`src/rtl/util_cp_remove_pkg.sv`:
```
// Shared types and NR numerology constants for the cyclic-prefix removal stage.
package util_cp_remove_pkg;

    typedef enum logic [1:0] {
        ST_IDLE = 2'd0,
        ST_CP   = 2'd1,
        ST_DATA = 2'd2
    } state_t;

    localparam int NR_CP_SHORT_4096  = 288;
    localparam int NR_CP_LONG_4096   = 352;
    localparam int NR_CP_SHORT_2048  = 144;
    localparam int NR_CP_LONG_2048   = 176;
    localparam int NR_SYM_PER_SLOT   = 14;
    localparam int NR_LONG_CP_PERIOD = 14;

    // Long/short CP length for the supported FFT sizes (4096 for anything else).
    function automatic int nr_cp_len(input int fft_size, input bit long_cp);
        if (fft_size == 2048) return long_cp ? NR_CP_LONG_2048 : NR_CP_SHORT_2048;
        return long_cp ? NR_CP_LONG_4096 : NR_CP_SHORT_4096;
    endfunction

endpackage

```
`src/rtl/util_skid_reg.sv`:
```
// One-entry valid/ready output register carrying an IQ sample and its frame flags.
module util_skid_reg #(
    parameter int DATA_WIDTH = 16,
    parameter int SYM_WIDTH  = 4
) (
    input  logic                  clk,
    input  logic                  rst,
    input  logic                  in_valid_i,
    output logic                  in_ready_o,
    input  logic [DATA_WIDTH-1:0] in_real_i,
    input  logic [DATA_WIDTH-1:0] in_imag_i,
    input  logic                  in_sop_i,
    input  logic                  in_eop_i,
    input  logic [SYM_WIDTH-1:0]  in_sym_i,
    output logic                  out_valid_o,
    input  logic                  out_ready_i,
    output logic [DATA_WIDTH-1:0] out_real_o,
    output logic [DATA_WIDTH-1:0] out_imag_o,
    output logic                  out_sop_o,
    output logic                  out_eop_o,
    output logic [SYM_WIDTH-1:0]  out_sym_o
);

    logic                  valid_q;
    logic [DATA_WIDTH-1:0] real_q, imag_q;
    logic                  sop_q, eop_q;
    logic [SYM_WIDTH-1:0]  sym_q;

    assign in_ready_o = ~valid_q | out_ready_i;

    always_ff @(posedge clk) begin
        if (rst) begin
            valid_q <= 1'b0;
            real_q  <= '0;
            imag_q  <= '0;
            sop_q   <= 1'b0;
            eop_q   <= 1'b0;
            sym_q   <= '0;
        end else if (in_valid_i && in_ready_o) begin
            valid_q <= 1'b1;
            real_q  <= in_real_i;
            imag_q  <= in_imag_i;
            sop_q   <= in_sop_i;
            eop_q   <= in_eop_i;
            sym_q   <= in_sym_i;
        end else if (out_ready_i) begin
            valid_q <= 1'b0;
        end
    end

    assign out_valid_o = valid_q;
    assign out_real_o  = real_q;
    assign out_imag_o  = imag_q;
    assign out_sop_o   = sop_q;
    assign out_eop_o   = eop_q;
    assign out_sym_o   = sym_q;

endmodule

```
`src/rtl/util_cp_remove.sv`:
```
// Drops the cyclic prefix of each OFDM symbol and forwards FFT_SIZE samples per symbol
// with sop/eop and symbol index; resynchronises on an unexpected slot marker.
module util_cp_remove
    import util_cp_remove_pkg::*;
#(
    parameter int FFT_SIZE       = 4096,
    parameter int INDX_WIDTH     = 12,
    parameter int DATA_WIDTH     = 16,
    parameter int CP_LEN_SHORT   = nr_cp_len(4096, 1'b0),
    parameter int CP_LEN_LONG    = nr_cp_len(4096, 1'b1),
    parameter int SYM_PER_SLOT   = NR_SYM_PER_SLOT,
    parameter int LONG_CP_PERIOD = NR_LONG_CP_PERIOD
) (
    input  logic                  clk,
    input  logic                  rst,
    input  logic                  din_valid,
    output logic                  din_ready,
    input  logic                  din_sop,
    input  logic [DATA_WIDTH-1:0] din_real,
    input  logic [DATA_WIDTH-1:0] din_imag,
    input  logic                  dout_ready,
    output logic                  dout_valid,
    output logic                  dout_sop,
    output logic                  dout_eop,
    output logic [DATA_WIDTH-1:0] dout_real,
    output logic [DATA_WIDTH-1:0] dout_imag,
    output logic [3:0]            dout_sym_idx,
    output logic                  resync_err
);

    localparam logic [INDX_WIDTH-1:0] LAST_IDX     = INDX_WIDTH'(FFT_SIZE - 1);
    localparam logic [INDX_WIDTH-1:0] CP_LAST_LONG = INDX_WIDTH'(CP_LEN_LONG - 1);
    localparam logic [INDX_WIDTH-1:0] CP_LAST_SHRT = INDX_WIDTH'(CP_LEN_SHORT - 1);
    localparam logic [3:0]            LAST_SYM     = 4'(SYM_PER_SLOT - 1);

    state_t                state_q, state_d;
    logic [INDX_WIDTH-1:0] cnt_q, cnt_d;
    logic [3:0]            sym_q, sym_d;
    logic                  resync_q, resync_d;

    logic                  skid_rdy, in_beat, fwd, sop_expected, is_long;
    logic [31:0]           sym_ext;
    logic [INDX_WIDTH-1:0] cp_last;

    assign sym_ext      = 32'(sym_q);
    assign is_long      = (sym_ext % 32'(LONG_CP_PERIOD)) == 32'd0;
    assign cp_last      = is_long ? CP_LAST_LONG : CP_LAST_SHRT;
    assign din_ready    = (state_q == ST_DATA) ? skid_rdy : 1'b1;
    assign in_beat      = din_valid & din_ready;
    // Only the very first CP beat of symbol 0 following a completed slot can carry a legal marker.
    assign sop_expected = (state_q == ST_CP) && (cnt_q == '0) && (sym_q == '0);

    always_comb begin
        state_d  = state_q;
        cnt_d    = cnt_q;
        sym_d    = sym_q;
        resync_d = 1'b0;
        fwd      = 1'b0;
        if (in_beat) begin
            if (din_sop && (state_q == ST_IDLE || !sop_expected)) begin
                // The marker beat is CP sample 0 of symbol 0.
                resync_d = (state_q != ST_IDLE);
                sym_d    = '0;
                if (CP_LAST_LONG == '0) begin
                    state_d = ST_DATA;
                    cnt_d   = '0;
                end else begin
                    state_d = ST_CP;
                    cnt_d   = INDX_WIDTH'(1);
                end
            end else begin
                case (state_q)
                    ST_CP: begin
                        if (cnt_q == cp_last) begin
                            state_d = ST_DATA;
                            cnt_d   = '0;
                        end else begin
                            cnt_d = cnt_q + INDX_WIDTH'(1);
                        end
                    end
                    ST_DATA: begin
                        fwd = 1'b1;
                        if (cnt_q == LAST_IDX) begin
                            state_d = ST_CP;
                            cnt_d   = '0;
                            sym_d   = (sym_q == LAST_SYM) ? 4'd0 : sym_q + 4'd1;
                        end else begin
                            cnt_d = cnt_q + INDX_WIDTH'(1);
                        end
                    end
                    default: ;
                endcase
            end
        end
    end

    always_ff @(posedge clk) begin
        if (rst) begin
            state_q  <= ST_IDLE;
            cnt_q    <= '0;
            sym_q    <= '0;
            resync_q <= 1'b0;
        end else begin
            state_q  <= state_d;
            cnt_q    <= cnt_d;
            sym_q    <= sym_d;
            resync_q <= resync_d;
        end
    end

    assign resync_err = resync_q;

    util_skid_reg #(
        .DATA_WIDTH (DATA_WIDTH),
        .SYM_WIDTH  (4)
    ) u_out_reg (
        .clk         (clk),
        .rst         (rst),
        .in_valid_i  (fwd),
        .in_ready_o  (skid_rdy),
        .in_real_i   (din_real),
        .in_imag_i   (din_imag),
        .in_sop_i    (cnt_q == '0),
        .in_eop_i    (cnt_q == LAST_IDX),
        .in_sym_i    (sym_q),
        .out_valid_o (dout_valid),
        .out_ready_i (dout_ready),
        .out_real_o  (dout_real),
        .out_imag_o  (dout_imag),
        .out_sop_o   (dout_sop),
        .out_eop_o   (dout_eop),
        .out_sym_o   (dout_sym_idx)
    );

endmodule

```
`config.mk`:
```
export PLATFORM = sky130hd
export DESIGN_NAME = util_cp_remove
export DESIGN_NICKNAME = d
export VERILOG_FILES = /design/src/rtl/util_cp_remove_pkg.sv /design/src/rtl/util_skid_reg.sv /design/src/rtl/util_cp_remove.sv
export SDC_FILE = /design/constraint.sdc
export NUM_CORES = 1
export LEC_CHECK = 0
export ABC_CLOCK_PERIOD_IN_PS = 2300
export BUFFER_PORTS_ARGS = -buffer_cell sky130_fd_sc_hd__buf_2
export CAP_MARGIN = 20
export CORE_MARGIN = 4
export CORE_UTILIZATION = 46
export DETAILED_ROUTE_END_ITERATION = 16
export PLACE_DENSITY = 0.76
export SYNTH_ARGS = -nofsm -noshare
export SYNTH_HDL_FRONTEND = slang
export SYNTH_SLANG_ARGS = --single-unit
```
`constraint.sdc`:
```
create_clock -name clk -period 2.3 [get_ports clk]
set_clock_uncertainty 0.1 [all_clocks]
set_input_delay 0.23 -clock clk [delete_from_list [all_inputs] [get_ports clk]]
set_output_delay 0.23 -clock clk [all_outputs]
set_load 0.005 [all_outputs]
```
==> results summary <==
TritonCTS built the clock tree. After detailed routing, the number of remaining DRC violations is 0. The detailed-route wire length came out at ~6.7 mm.

STA classifies the critical path startpoint as a flop. Detailed routing inserted a total of 2,544 vias. In this run the mean area of a mapped cell was around 8.1 sq um. The number of buffers inserted by hold repair at cts is 0. The leftover overflow at the end of global routing is 0.

After floorplanning, the core was divided into 26 placement rows. The die span in y came out at 82.73 um. The average wire length per cell after detail routing came out at 13.72 um. Tracing the worst setup path back leads to its startpoint at sym_q[3]. The critical path goes through or4_4 -> or2_1 -> o21a_2 -> nor2_2 -> or4b_1 -> o311ai_1. The startpoint identified for the worst hold timing path is din_imag[11].

The shortest clock period the worst path allows after layout came out at 2301 ps. The vias per cell came out at 5.171. The clock net sink count is slightly below 60.

The relative max-transition margin is 54.59%. Of all nets on the critical path, the largest fanout is 6. The all-layer global routing usage is 19.74%. The post-synth net total came out at approximately 360. Hold is met by ~22 ps.

The clock transition at the registers of the reported paths came out at 70 ps. The number of synthesized register bits is 58. The last weighted congestion value of the routability-driven placer came out at 0.8623. The warning count from the yosys run is 0. Data on the critical path is required at its endpoint by 2430 ps. The flow ran to the end, but the final reports show violations.

The transition time at the pin with the least slew margin came out at 681.1 ps. The tool flagged a number of max-cap violations equal to 0. The leakage power figure is 0.001459 uW.

The clock passes through at most 2 buffers. In this run the clock root is driven by a clkbuf_8. The antenna violation net count after detailed routing is 0. The HPWL after detailed placement is 4.573 mm.

The final net count came out at 461. STA classifies the critical path endpoint as a flop. The number of cells in the finished layout apart from fillers came out at slightly below 500. The hold violation count in the final report was 0. The endpoint arrival time on the critical path is 2430 ps. After layout, the worst setup slack is -1.183 ps. Summing internal, switching and leakage power gives 2259 uW. The count of filler cells inserted in the layout came out at 451.

Clock latency on the worst-skew pair, taken at its later pin, is 330 ps. The count of inserted antenna diode cells is 0. The DRC marker count from the first detailed-route iteration came out at 127. The die covers 6843 sq um.

The kind of cell with the highest combined delay along the critical path is simple AND/OR/NAND/NOR gates. By area the synthesized netlist is led by dfxtp_1, nand2_1, a21oi_1. The number of buffers added by the clock tree synthesis step is 9. The launch instance of the worst register-to-register path is sym_q[3]. The power density over the cells is between 600 and 700 nW/um^2.

The detailed-routing iteration count for the pre-antenna-repair pass came out at 4. The maximum level of the CTS H-tree came out at 3. The total of buffers placed on input and output ports came out at 77. The buffers plus inverters on the worst setup path came out at 0. Compared with the post-synthesis result, the final layout area differs by 37.70%. The fraction of final layout cells with drive strength greater than 1 is 31.99%.

The portion of synthesized cell area occupied by the leading cell type came out at 45.20%. The final-report setup violation count came out at 1. The tightest min-delay check is of the in -> reg type. The wire length of the first global-routing pass came out at between 10 and 15 mm. The instance count after placement with tap cells included is 472. The largest total area in the synthesized netlist belongs to dfxtp_1. The number of antenna violations at the first check in global routing was 0. Once the floorplan was initialized, standard cells occupied ~50% of the core. Setup repair after global routing could not meet its margin everywhere. The largest incremental delay on the critical path is 550 ps. The via count of the first global-routing pass came out at 2,259. For this run, the register share of the synthesized area comes to 45.20%.

IR analysis of the VDD net gives a maximum drop of between 0.0003 and 0.0004 V. Among all flip-flop cells after synthesis, the most frequent one is dfxtp_1. The final reports fail on negative setup slack.

The share of synthesized registers carrying an async set or reset came out at 0%. The number of enable flip-flop cells after synthesis is 0. The final number of max-transition violations is 0. The count of pins on the block boundary came out at 78. The final critical-path share of the clock period came out at 100.1%.

The maximum number of pins on one net before global-route repair came out at 40. The core area is ~5300 sq um. The highest achievable clock rate is between 400 and 500 MHz. The die is 82.73 um wide.

The synthesized instance count is 319. The kind of critical path is reg -> reg. The count of different cell masters after synthesis came out at 45. The cell with the largest stage delay on the worst path is or4_4. The synthesized area came out at roughly 2600 sq um.
[stage by stage]
| step | util, % | setup slack [ps] | cell area [sq um] | TNS, ps |
|---|---|---|---|---|
| global route | 67.12 | -93.64 | 3537 | -2868 |
| CTS | 65.03 | 0.8227 | 3427 | 0 |
| finish | 67.12 | -1.183 | 3537 | -1.183 |
| global placement | 60.14 | -41.80 | 3169 | -75.89 |
| floorplan | - | -15.82 | 2604 | -173.9 |
| detailed placement | 60.14 | -79.79 | 3169 | -771.7 |
[cell usage in the layout, fill, tap and decap left out, drive strengths merged, types with 2 or more instances in the layout]
| master | instances |
|---|---|
| buf | 102 |
| nand2 | 86 |
| dfxtp | 58 |
| a21oi | 47 |
| clkbuf | 15 |
| nor2 | 14 |
| inv | 11 |
| nand4 | 10 |
| ha | 7 |
| xor2 | 6 |
| o21ai | 6 |
| nor4 | 5 |
| nor3 | 5 |
| nand3b | 4 |
| nand3 | 4 |
| and4 | 4 |
| and3 | 3 |
| o22ai | 3 |
| o21a | 3 |
| nand2b | 2 |
| nor2b | 2 |
| a31oi | 2 |
| a211oi | 2 |
| clkinv | 2 |
[worst min-delay path: stages]
cell     delay, ps
buf_2           90
nand2_1         40
a21oi_1         50
[kinds of logic (layout without fill, tap and decap cells)]
| logic type | after synthesis | in the layout | synth area share [%] |
|---|---|---|---|
| AND/OR/NAND/NOR | 146 | 146 | 26.89 |
| AO/OA/AOI/OAI | 72 | 72 | 16.03 |
| flip-flops | 58 | 58 | 45.20 |
| buffers and inverters | 28 | 131 | 5.699 |
| adder cells (fa/ha/maj) | 7 | 7 | 3.409 |
| XOR/XNOR | 7 | 7 | 2.387 |
| multiplexers | 1 | 1 | 0.3897 |
[state kept, by name (all words and copies together) (netlist names)]
register               cells
resync_err                 1
sym_q                      4
u_out_reg.out_real_o      16
u_out_reg.out_valid_o      1
u_out_reg.out_eop_o        1
u_out_reg.out_sym_o        4
u_out_reg.out_imag_o      16
cnt_q                     12
state_q                    2
u_out_reg.out_sop_o        1
[per-layer routing]
| metal | GRT usage (%) | routed length [um] | up-vias |
|---|---|---|---|
| met1 | 23.82 | 2878 | 1158 |
| met2 | 32.77 | 3289 | 78 |
| met5 | 0 | 0 | - |
| met3 | 6.725 | 463 | 9 |
| met4 | 6.699 | 116 | 0 |
| li1 | - | - | 1299 |
[final timing paths]
check	end	cells after the start	slack [ps]
hold reg to reg	u_out_reg.out_sym_o[3]	2	350
setup / recovery	state_q[1]	6	-1
hold / removal	u_out_reg.out_imag_o[11]	3	20
setup reg to reg	state_q[1]	6	-1
[synth_stat cells, types with 4 or more instances]
cell      count
nand2_1      86
dfxtp_1      58
a21oi_1      47
nor2_1       13
inv_1        11
nand4_1      10
clkbuf_1      9
ha_1          7
xor2_1        6
buf_6         5
nor4_1        5
o21ai_0       5
and4_1        4
nand3_1       4
nand3b_1      4
nor3_1        4
[power by group]
| part | leakage, uW | internal [uW] | switching (uW) | total (uW) |
|---|---|---|---|---|
| Clock | 0.000115 | 626 | 403 | 1030 |
| Sequential | 0.000469 | 1020 | 11.7 | 1030 |
| Combinational | 0.000875 | 87.0 | 115 | 202 |
[timing repair]
item                       in CTS  in global routing
pin swaps                       4                  4
gates cloned                    0                  2
resized for setup               6                  7
setup buffers                   1                  1
setup endpoints to repair      18                 46
[area by class of cell]
type                       count  area, sq um  share of cell area, %
multi-input combinational    233         1358                  38.38
clock inverter                 3        43.79                  1.238
clock buffer                  13        180.2                  5.094
timing repair buffer         104        660.6                  18.68
tap                           70        87.58                  2.476
inverter                      11        41.29                  1.167
sequential                    58         1166                  32.97
Power figures use the tool's default switching activity.
